`config.mk`:
```
export PLATFORM = sky130hd
export DESIGN_NAME = fifo_word_packer
export DESIGN_NICKNAME = d
export VERILOG_FILES = /design/src/rtl/fifo_word_packer.sv
export SDC_FILE = /design/constraint.sdc
export NUM_CORES = 1
export LEC_CHECK = 0
export CAP_MARGIN = 5
export CORE_ASPECT_RATIO = 0.9
export CORE_MARGIN = 2
export CORE_UTILIZATION = 44
export DETAILED_ROUTE_END_ITERATION = 8
export PLACE_DENSITY = 0.78
export RECOVER_POWER = 50
export SETUP_SLACK_MARGIN = 0.4
export SYNTH_ARGS = -nofsm -noshare
export SYNTH_HDL_FRONTEND = slang
export SYNTH_SLANG_ARGS = --single-unit
```
`constraint.sdc`:
```
create_clock -name clk -period 2 [get_ports clk]
set_input_delay 0.4 -clock clk [delete_from_list [all_inputs] [get_ports clk]]
set_output_delay 0.4 -clock clk [all_outputs]
set_load 0.02 [all_outputs]
```
`src/rtl/fifo_word_packer.sv`:
```
// fifo_word_packer: pops narrow entries from a show-ahead FIFO read port and
// packs RATIO of them into one wide word presented on a valid/ready stream.
// A flush closes a partially filled word early and reports the filled lanes
// on out_keep.
// Optional build macro PACKER_MSB_FIRST_EN: when defined, the first popped
// entry lands in the most significant lane and out_keep is reversed to match,
// so flushed partial words are left-justified. When undefined, the first
// popped entry lands in the least significant lane.
module fifo_word_packer #(
   parameter int IN_WIDTH = 8,
   parameter int RATIO    = 4
) (
   input  logic                      clk,
   input  logic                      resetn,
   input  logic [IN_WIDTH-1:0]       fifo_data,
   input  logic                      fifo_empty,
   output logic                      fifo_rd,
   input  logic                      flush,
   output logic [IN_WIDTH*RATIO-1:0] out_data,
   output logic [RATIO-1:0]          out_keep,
   output logic                      out_valid,
   input  logic                      out_ready
);

   localparam int OUT_WIDTH = IN_WIDTH * RATIO;
   localparam int IDX_W     = $clog2(RATIO);

   localparam logic [0:0] FILL = 1'b0;
   localparam logic [0:0] HOLD = 1'b1;

   localparam logic [IDX_W-1:0] LAST_IDX = IDX_W'(RATIO - 1);

   logic [0:0]           state;
   logic [IDX_W-1:0]     idx;
   logic [IDX_W-1:0]     lane;
   logic [OUT_WIDTH-1:0] lane_data;
   logic [RATIO-1:0]     lane_keep;
   logic                 flush_partial;

   // Physical lane that the idx-th popped entry occupies in the output word.
   function automatic logic [IDX_W-1:0] lane_pos(input logic [IDX_W-1:0] i);
`ifdef PACKER_MSB_FIRST_EN
      return LAST_IDX - i;
`else
      return i;
`endif
   endfunction

   // Pop request: only while filling, never from an empty FIFO, and held off
   // on the cycle a non-empty partial word is being closed by flush.
   always_comb begin
      flush_partial = flush && (idx != '0);
      fifo_rd       = resetn && (state == FILL) && !fifo_empty && !flush_partial;
   end

   // Head entry and its keep bit shifted into the lane it will occupy.
   always_comb begin
      lane      = lane_pos(idx);
      lane_data = {{(OUT_WIDTH-IN_WIDTH){1'b0}}, fifo_data} << (lane * IN_WIDTH);
      lane_keep = {{(RATIO-1){1'b0}}, 1'b1} << lane;
   end

   // Fill/hold sequencing; unfilled lanes stay zero because the word is
   // cleared on reset and after every handshake.
   always_ff @(posedge clk) begin
      if (!resetn) begin
         state     <= FILL;
         idx       <= '0;
         out_data  <= '0;
         out_keep  <= '0;
         out_valid <= 1'b0;
      end else begin
         case (state)
            FILL: begin
               if (fifo_rd) begin
                  out_data <= out_data | lane_data;
                  out_keep <= out_keep | lane_keep;
                  if (idx == LAST_IDX) begin
                     idx       <= '0;
                     state     <= HOLD;
                     out_valid <= 1'b1;
                  end else begin
                     idx <= idx + IDX_W'(1);
                  end
               end else if (flush_partial) begin
                  idx       <= '0;
                  state     <= HOLD;
                  out_valid <= 1'b1;
               end
            end
            HOLD: begin
               if (out_ready) begin
                  state     <= FILL;
                  out_valid <= 1'b0;
                  out_keep  <= '0;
                  out_data  <= '0;
               end
            end
            default: begin
               state <= FILL;
            end
         endcase
      end
   end

endmodule

```
[Word level (Yosys, flattened, before mapping)]
Index checks and enable logic that the tools add are counted.
Cells by class
  bitwise gates (word level): 3
  reduce and logical (&&, ||, !) cells: 11
  shift-type cells: 2
  equality and inequality tests: 5
  mux-type cells: 19
  add/subtract/negate cells: 1
Operator list (number)
  2-to-1 mux 32 bit: 2
  case mux 32 bit (2 select lines): 1
  OR 32 bit: 1
  << shifter 8 x 5 -> 32 bit: 1
  2-to-1 mux 1 bit: 8
  2-to-1 mux 4 bit: 2
  case mux 4 bit (2 select lines): 1
  2-to-1 mux 2 bit: 3
  logical AND 1 bit: 4
  inequality test 2 bit, second input constant: 2
  OR 4 bit: 1
  case mux 1 bit (2 select lines): 2
  AND reduction 2 bit: 2
  nonzero test 2 bit: 2
  << shifter 1 x 2 -> 4 bit, first input constant: 1
  inequality test 3 x 2 -> 1 bit, second input constant: 1
  inequality test 3 bit, second input constant: 1
  AND reduction 3 bit: 1
  adder 2 x 1 -> 2 bit, second input constant: 1
  == test 2 bit, second input constant: 1
  zero test 1 bit: 2
  inverter 1 bit: 1
Word-level totals
  output and inout bits: 38
  register bits: 40
  word-level logic and storage cells: 46

[Longest topological paths before layout]
Gate-level depths: netlist (run 1).
  word-level depth: 6
  depth in mapped cells: 6

[Worst setup path after synthesis (run 1)]
OpenSTA, ideal clock, no wires.
  path kind: register to output
  start: reg idx[0]
  end: out fifo_rd
  data required time: 1600 ps
  cell stages (with the launch flop): 6
  setup slack: 200 ps
  arrival: 1400 ps
  cell sequence: dfxtp_1 -> inv_1 -> ha_1 -> nand2b_1 -> buf_4 -> and3_4
On the way
  cells in the longest elaborated chain, start to end: 4
RTL lines
  from (decl): line 34  | logic [IDX_W-1:0] idx;
  from (signal assigned): line 83  | idx <= idx + IDX_W'(1);
  nonzero test 2 bit: line 52  | flush_partial = flush && (idx != '0);
  logical AND 1 bit: line 52
  zero test 1 bit: line 53  | fifo_rd = resetn && (state == FILL) && !fifo_empty && !flush_partial;
  logical AND 1 bit: line 53
  to (decl): line 17  | output logic fifo_rd,
No other way between the ends.

[Worst setup path in the final report (run 1)]
  start: in fifo_empty
  end: out fifo_rd
On the way
  cells in the longest elaborated chain, start to end: 3
RTL lines
  from (decl): line 16  | input logic fifo_empty,
  zero test 1 bit: line 53
  logical AND 1 bit (2 in a row): line 53
No other way between the ends.

==> reports/results.tsv, run 1 <==
stage	metric	value	unit
drt	drt_wl_total	3490	um
yosys	yosys.area.top_type	dfxtp_1	
yosys	syn-instance-count	155	
power_and_ir_drop	p_leak	0.983	nW
yosys	synth_mux_area_frac	0	
finish	final_util	0.699	
yosys	syn_area	0.00147	mm^2
floorplan	core.rowCount	19	
critical_path	path_cells	dlygate4sd3_1, nor2_4, and3_4, buf_6	
yosys	synth_compound_area_frac	0.166	
timing	worst_pin_slew	270	ps
hold_path	hold_class	flop to flop	
drt	firstDrtPassIters	4	
floorplan	fp.coreArea	0.00311	mm^2
timing	finalSetupTns	0	ps
global_routing	grt.overflow.total	0	
global_routing	grt_max_degree	23	
drt	detail-route-antenna-nets	0	
timing	skew	8.56	ps
yosys	ys_ff_latch	40	
floorplan	dieHeight	58.8	um
critical_path	end_kind	output pin	
finish	fill_cells	241	
critical_path	critPathTopFamily	buffers and inverters	
placed_design	gp_congestion	0.822	
timing	hold_violations	0	
finish	post_route_cells_drive_above_1_share	0.160	
clocking	cts_buffer_depth	2	
timing	clock.fmax	0.560	GHz
global_routing	antenna_found_initial	0	
critical_path	required	1600	ps
drt	viasPerCell	5.03	
clocking	clk_pin_slew	70	ps
timing	final_max_slew_viol_count	0	
floorplan	die_w	64.9	um
timing	slew_headroom	0.820	
power_and_ir_drop	total_power	1.88	mW
finish	antenna_cells	0	
yosys	ys_top_cells_by_area	dfxtp_1, nand2_1, o21ai_1, nand4_4, ha_1	
finish	layout.nets	235	
critical_path	slowest_delay	590	ps
global_routing	first_global_vias	1322	
clocking	cts.sinks	40	
yosys	ys_seq_area_frac	0.546	
drt	wl_met3	193	um
finish	multiInputGateArea	627	um^2
critical_path	crit_arrival	1390	ps
drt	drt_iter0_drc	48	
run	maxCapViolCount	0	
yosys	synth_nets	172	
clocking	cts_tree	done	
critical_path	crit_buf_inv	2	
critical_path	worst_setup_path_start_kind	input port	
critical_path	critPathSlowestCell	dlygate4sd3_1	
clocking	cts_buffers	5	
yosys	yosysWarnings	0	
yosys	synthAdderAreaFrac	0.0341	
drt	wl_per_cell	13.4	um
yosys	synth_xor_area_frac	0	
critical_path	crit_type	input port to output pin	
floorplan	die-area	0.00381	mm^2
yosys	synth_top_family_by_area	simple AND/OR/NAND/NOR gates	
timing	layout_min_cycle_time	1790	ps
power_and_ir_drop	peakVddDrop	513	uV
timing	rsz0062_at_grt	true	
floorplan	start_util	0.471	
floorplan	io_pins	51	
power_and_ir_drop	power_density	862	mW/mm^2
yosys	synth_area_per_cell	9.46	um^2
yosys	synth_simple_gate_area_frac	0.214	
timing	setup_violations	0	
run_status	status	finished, final reports clean	
finish	area_delta_synth_final	48.5	%
timing	fin_ws	215	ps
placed_design	portBuffers	50	
drt	via_count	1313	
placed_design	dp_hpwl	2590	um
clocking	clock_latency	300	ps
critical_path	path_max_fanout	2	
drt	top_layer_used	met4	
drt	met1Wirelength	1510	um
global_routing	globalRouteTotalUtil	0.201	
finish	seqCellArea	806	um^2
global_routing	grt_pass1_wl	5810	um
clocking	clock-root-buffer	clkbuf_8	
yosys	yosysUniqueCellTypes	21	
clocking	h-tree-depth	2	
yosys	netlist.area_leader.share	0.546	
placed_design	place_ws	-149	ps
drt	wl_met2	1730	um
timing	fin_crit_sh	0.893	
drt	drc	0	
-- cells in the final DEF (no fill, tap or decap), types with 2 or more instances in the layout --
master,count
clkbuf_8,5
nand2_1,46
nand4_4,4
buf_4,11
a21oi_1,2
ha_1,3
buf_6,2
o21ai_1,32
nand3_1,3
o21a_1,2
dlygate4sd2_1,37
dfxtp_1,38
o22ai_1,2
clkdlybuf4s50_1,11
a22o_1,3
-- worst paths after layout --
path / from / endpoint / slack, ps / cells after the start
worst max-delay path: fifo_empty / fifo_rd / 210 / 4
worst min-delay path: out_data[18]$_SDFFE_PN0P_ / out_data[18]$_SDFFE_PN0P_ / 450 / 2
worst max register to register: idx[0]$_SDFFE_PN0P_ / out_keep[1]$_SDFFE_PN0P_ / 570 / 7
worst min register to register: out_data[18]$_SDFFE_PN0P_ / out_data[18]$_SDFFE_PN0P_ / 450 / 2
-- worst reg2reg max path: cells and delay by family, from the launching register on --
family                   cells  cell delay, ps
flip-flops                   1             370
AND/OR/NAND/NOR              2             300
buffers and inverters        3             290
AO/OA/AOI/OAI                1             220
adder cells (fa/ha/maj)      1             150
-- synth_stat cells --
cell type	number
nand2_1	46
dfxtp_1	40
o21ai_1	32
ha_1	4
nand4_4	4
a22o_1	3
buf_4	3
inv_1	3
nand3_1	3
a21oi_1	2
buf_2	2
nand2b_1	2
o21a_1	2
o22ai_1	2
a21boi_2	1
a22oi_1	1
and3_4	1
buf_6	1
clkbuf_1	1
nor2_4	1
nor2b_1	1
-- timing repair --
item | 4_1_cts | 5_1_grt
resized for setup | 46 | 2
setup buffers | 0 | 2
pin swaps | 0 | 1
setup endpoints to repair | 38 | 10
hold buffers | 0 | 0
-- layer usage --
metal / GRT usage / vias to the layer above
li1: - / 649
met1: 0.228 / 612
met2: 0.353 / 45
met3: 0.0535 / 7
met4: 0.0973 / 0
met5: 0 / -
-- layout make-up --
| class | instances | area share |
|---|---|---|
| timing repair buffer | 63 | 0.261 |
| multi-input combinational | 105 | 0.288 |
| tap | 42 | 0.0241 |
| clock inverter | 2 | 0.00747 |
| clock buffer | 6 | 0.0431 |
| inverter | 3 | 0.00632 |
| sequential | 40 | 0.370 |
-- state kept, by name, indices dropped and copies added (netlist names) --
register	count
idx	2
state	1
out_data	32
out_keep	4
out_valid	1
-- power by group --
group | internal (mW) | switching, mW
Combinational | 0.166 | 0.220
Sequential | 0.850 | 0.0317
Clock | 0.325 | 0.286
-- kinds of logic (layout without fill, tap and decap cells) --
group           Yosys count  count (layout)
fa+ha+maj                 4               4
simple gates             58              58
compound gates           43              43
buf+inv                  10              74
flops                    40              40
-- stage by stage --
stage	std cells	area, um^2	hold slack [ps]
final	261	2180	447
after global routing	261	2180	467
after CTS	259	2160	450
after detailed placement	251	2070	441
after global placement	251	2070	433
after floorplan	155	1470	515
Power figures use the tool's default switching activity.
==> run 2, diff against run 1 <==
- CORE_ASPECT_RATIO: 0.9 -> 0.8
- SLEW_MARGIN: unset -> 20
==> run 2 against run 1 <==
  * Clock skew down 5.8 ps
  * Setup slack better by 120 ps
  * Routed wire length rose by 4.3%
  * Clock-buffer cell count unchanged
  * Core utilization fell by 1.6 points
  * Largest cell class unchanged
==> reports/results.tsv, run 2 (synthesis results as in run 1) <==
stage	metric	value	unit
run_status	status	finished, final reports clean	
critical_path	r2r_cells	4	
timing	skew	2.75	ps
finish	top_register	out_data	
critical_path	crit_arrival	1270	ps
critical_path	r2r_slack	510	ps
timing	rsz0062_at_grt	true	
clocking	cts_tree	done	
hold_path	hold_depth	2	
critical_path	crit_type	input port to output pin	
timing	whs	447	ps
timing	layout_min_cycle_time	1670	ps
clocking	cts_hold_buffers	0	
critical_path	slowest_delay	510	ps
clocking	clk_pin_slew	70	ps
drt	drt_wl_total	3640	um
drt	firstDrtPassIters	4	
finish	post_route_cells_drive_above_1_share	0.147	
critical_path	path_cells	clkdlybuf4s50_1, nand2b_4, and3_4, buf_6	
drt	drt_iter0_drc	101	
critical_path	path_max_fanout	2	
critical_path	worst_setup_path_start_kind	input port	
global_routing	grt_pass1_wl	6100	um
clocking	clock_latency	280	ps
hold_path	hold_class	flop to flop	
hold_path	hp-start	out_data[1]$_SDFFE_PN0P_	
floorplan	dieHeight	55.6	um
hold_path	hold-path-endpoint	out_data[1]$_SDFFE_PN0P_	
drt	drc	0	
critical_path	end_kind	output pin	
global_routing	globalRouteTotalUtil	0.211	
timing	final_max_slew_viol_count	0	
clocking	cts_buffer_depth	2	
timing	setup_violations	0	
placed_design	place_ws	-168	ps
timing	hold_violations	0	
finish	final_cell_mix	nand2_1, dlygate4sd2_1, dfxtp_1, o21ai_1, clkdlybuf4s50_1	
drt	wl_per_cell	14.2	um
finish	final_common_cell	nand2_1	
power_and_ir_drop	peakVddDrop	631	uV
global_routing	grt_max_degree	25	
finish	reg.largest.list	out_data x32, out_keep x4, idx x2	
floorplan	fp.coreArea	0.00313	mm^2
placed_design	dp_hpwl	2760	um
floorplan	start_util	0.468	
power_and_ir_drop	power_density	840	mW/mm^2
timing	fin_crit_sh	0.834	
critical_path	r2r-start	state$_SDFF_PN0_	
finish	final_util	0.683	
timing	fin_ws	332	ps
floorplan	io_pins	51	
drt	detail-route-antenna-nets	0	
placed_design	gp_congestion	0.819	
finish	antenna_cells	0	
timing	slew_headroom	0.626	
finish	largest_reg_flops	32	
timing	worst_pin_slew	561	ps
floorplan	die-area	0.00381	mm^2
clocking	cts.sinks	40	
global_routing	grt.overflow.total	0	
floorplan	core.rowCount	18	
power_and_ir_drop	p_leak	0.969	nW
finish	layout.nets	233	
run	maxCapViolCount	0	
clocking	cts_buffers	5	
global_routing	antenna_found_initial	0	
critical_path	critPathSlowestCell	clkdlybuf4s50_1	
critical_path	reg2reg_to	out_data[11]$_SDFFE_PN0P_	
timing	clock.fmax	0.600	GHz
critical_path	required	1600	ps
drt	via_count	1311	
floorplan	die_w	68.5	um
drt	viasPerCell	5.10	
finish	area_delta_synth_final	45.9	%
clocking	h-tree-depth	2	
placed_design	portBuffers	50	
clocking	clock-root-buffer	clkbuf_8	
global_routing	first_global_vias	1314	
-- run 2: changes by cell type in the layout (fill, tap and decap cells not counted), sizes merged --
cell and change:
clkinv +2, clkbuf +1, inv -1, dlygate4sd2 +1
buf -3, clkinvlp -1, dlygate4sd3 -1
-- run 2: where the power goes --
group | switching (mW) | total, mW | internal, mW | leakage (nW)
registers | 0.0305 | 0.881 | 0.850 | 0.326
clock network | 0.263 | 0.538 | 0.275 | 0.0510
logic | 0.221 | 0.379 | 0.158 | 0.592
total | 0.514 | 1.80 | 1.28 | 0.969
-- run 2: area by class of cell --
type / count / area, um^2
clock buffer: 6 / 82.6
fill: 268 / 991
multi-input combinational: 105 / 627
sequential: 40 / 806
timing repair buffer: 61 / 553
clock inverter: 2 / 10.0
inverter: 3 / 11.3
tap: 40 / 50.0
-- run 2: how the worst max path moves through the flow --
stage	start	to	slack [ps]	cells after the start
2_1_floorplan	idx[1]$_SDFFE_PN0P_	fifo_rd	410	5
6_report	flush	fifo_rd	330	4
3_3_place_gp	fifo_empty	fifo_rd	-130	4
5_1_grt	idx[1]$_SDFFE_PN0P_	fifo_rd	300	5
3_5_place_dp	fifo_empty	fifo_rd	-170	4
4_1_cts	flush	fifo_rd	330	4
-- run 2: worst max-delay path, delay by kind of cell --
family / cells / cell delay (ps)
buf+inv: 2 / 630
simple gates: 2 / 230
-- run 2: through the flow --
step                      instance area, um^2  setup TNS [ps]  power, mW  instances
after floorplan                          1470               0       1.11        155
after global placement                   2070            -130       1.29        249
after detailed placement                 2070            -168       1.30        249
after CTS                                2140               0       1.81        257
after global routing                     2140               0       1.88        257
final                                    2140               0       1.80        257
-- run 2: what timing repair did --
action	in CTS	in global routing
buffers inserted	0	0
resized for setup	47	2
endpoints found under the setup margin	38	20
-- run 2: layer usage --
metal / share of wire / track usage / up-vias
li1: - / - / 649
met1: 0.44 / 0.269 / 615
met2: 0.49 / 0.345 / 45
met3: 0.069 / 0.0628 / 2
met4: 0.0011 / 0.0543 / 0
met5: 0 / 0 / -
==> run 3, diff against run 2 <==
- clock period: 2 -> 1.6 ns (I/O delays scaled with it)
==> run 3 against run 2 <==
  * The flow now finishes with violations (negative setup slack)
  * Clock-buffer cell count down 1
  * Final cell count up 3.9%
  * Total power up 31%
  * Non-clock buffer count up 10
  * Routed wire length up 22%
  * Clock skew up 7.1 ps
  * Die area unchanged
  * Setup slack worse by 340 ps
  * Combinational power up 62%
  * Register-to-register slack worse by 420 ps
  * Clock power up 20%
  * Critical path type is now flop to output pin
==> reports/results.tsv, run 3 (synthesis results as in run 1) <==
stage	metric	value	unit
clocking	cts_hold_buffers	0	
drt	wl_met3	289	um
drt	top_layer_used	met4	
hold_path	hold_class	flop to flop	
critical_path	crit_type	flop to output pin	
global_routing	globalRouteTotalUtil	0.248	
clocking	clock_latency	290	ps
floorplan	fp.coreArea	0.00313	mm^2
critical_path	r2r_cells	9	
global_routing	grt_pass1_wl	7000	um
placed_design	dp_cells	251	
finish	stdcell_count	267	
drt	firstDrtPassIters	4	
drt	viasPerCell	5.21	
drt	met1Wirelength	1760	um
finish	area_delta_synth_final	53.1	%
critical_path	critPathSlowestCell	dfxtp_4	
timing	fin_ws	-6.08	ps
timing	slew_headroom	0.793	
global_routing	grt_max_degree	20	
critical_path	reg2reg_to	out_valid$_SDFFE_PN0P_	
placed_design	portBuffers	50	
drt	wl_met2	2300	um
timing	layout_min_cycle_time	1610	ps
clocking	h-tree-depth	2	
floorplan	dieHeight	55.6	um
placed_design	place_ws	-403	ps
clocking	cts_tree	done	
global_routing	grt.overflow.total	0	
critical_path	required	1280	ps
critical_path	end_kind	output pin	
critical_path	worst_setup_path_start_kind	flop	
timing	hold_violations	0	
critical_path	r2r_slack	90	ps
finish	antenna_cells	0	
timing	clock.fmax	0.623	GHz
clocking	cts_buffers	5	
global_routing	antenna_found_initial	0	
clocking	clock-root-buffer	clkbuf_8	
power_and_ir_drop	p_leak	0.867	nW
critical_path	path_max_fanout	2	
drt	via_count	1390	
clocking	cts.sinks	40	
timing	final_max_slew_viol_count	0	
global_routing	first_global_vias	1441	
drt	drc	0	
timing	rsz0062_at_grt	true	
finish	layout.nets	243	
critical_path	critPathTopFamily	flip-flops	
floorplan	start_util	0.468	
critical_path	r2r-start	idx[0]$_SDFFE_PN0P_	
timing	worst_pin_slew	312	ps
drt	drt_iter0_drc	48	
finish	reg.largest.list	out_data x32, out_keep x4, idx x2	
placed_design	dp_hpwl	2780	um
run_status	status	finished, violations left	
timing	fin_crit_sh	1.00	
critical_path	crit_arrival	1290	ps
critical_path	crit_buf_inv	2	
finish	final_common_cell	nand2_1	
critical_path	cp-startpoint	idx[0]$_SDFFE_PN0P_	
timing	finalSetupTns	-6.08	ps
floorplan	io_pins	51	
run_status	violations	negative setup slack	
hold_path	hold_depth	2	
finish	final_cell_mix	nand2_1, dfxtp_1, clkbuf_1, o21ai_2	
finish	post_route_cells_drive_above_1_share	0.304	
power_and_ir_drop	peakVddDrop	805	uV
floorplan	core.rowCount	18	
critical_path	path_cells	inv_6, ha_4, nand2b_4, and3_4, buf_6	
clocking	clk_pin_slew	80	ps
clocking	cts_buffer_depth	2	
floorplan	die_w	68.5	um
drt	drt_wl_total	4440	um
timing	setup_violations	1	
hold_path	hp-start	out_data[4]$_SDFFE_PN0P_	
timing	whs	449	ps
drt	detail-route-antenna-nets	0	
finish	largest_reg_flops	32	
timing	skew	9.83	ps
hold_path	hold-path-endpoint	out_data[4]$_SDFFE_PN0P_	
floorplan	die-area	0.00381	mm^2
drt	wl_per_cell	16.6	um
placed_design	gp_congestion	0.787	
power_and_ir_drop	power_density	1050	mW/mm^2
finish	top_register	out_data	
run	maxCapViolCount	0	
critical_path	slowest_delay	380	ps
-- run 3: tightest hold or removal path, stage by stage, from the launching register on --
cell,delay (ps)
dfxtp_1,310
nand2_1,50
o21ai_1,50
-- run 3: area by class of cell --
cell class,count,area (um^2)
multi-input cells,105,749
flip-flops and latches,40,808
repair buffers,71,528
clock inverters,3,18.8
fillers,240,886
well taps,40,50.0
inverters,3,21.3
clock buffers,5,68.8
-- run 3: power breakdown --
group	switching [mW]	internal (mW)	total [mW]	leakage [nW]
registers	0.0435	1.06	1.11	0.326
logic	0.346	0.267	0.613	0.492
clock network	0.340	0.303	0.644	0.0479
-- run 3: what timing repair did --
item	4_1_cts	5_1_grt
endpoints found under the hold margin	0	0
pin swaps	21	5
cloned	2	0
endpoints found under the setup margin	77	44
resized for setup	171	23
buffers inserted	6	0
-- run 3: metrics by stage --
stage	area, um^2	util	total power, mW
2_1_floorplan	1510	-	1.42
3_3_place_gp	2120	0.676	1.64
3_5_place_dp	2120	0.676	1.66
4_1_cts	2240	0.715	2.34
5_1_grt	2240	0.717	2.46
6_report	2240	0.717	2.36
-- run 3: worst max path at each step --
stage               to  slack (ps)  cells past startpoint
4_1_cts        fifo_rd          20                      5
3_5_place_dp   fifo_rd        -400                      4
3_3_place_gp   fifo_rd        -370                      4
6_report       fifo_rd          -6                      5
2_1_floorplan  fifo_rd         230                      5
5_1_grt        fifo_rd         -40                      5
-- run 3: per-layer routing --
metal	vias to the layer above	track usage
li1	670	-
met1	655	0.290
met3	11	0.0810
met5	-	0
met4	0	0.0971
met2	54	0.411
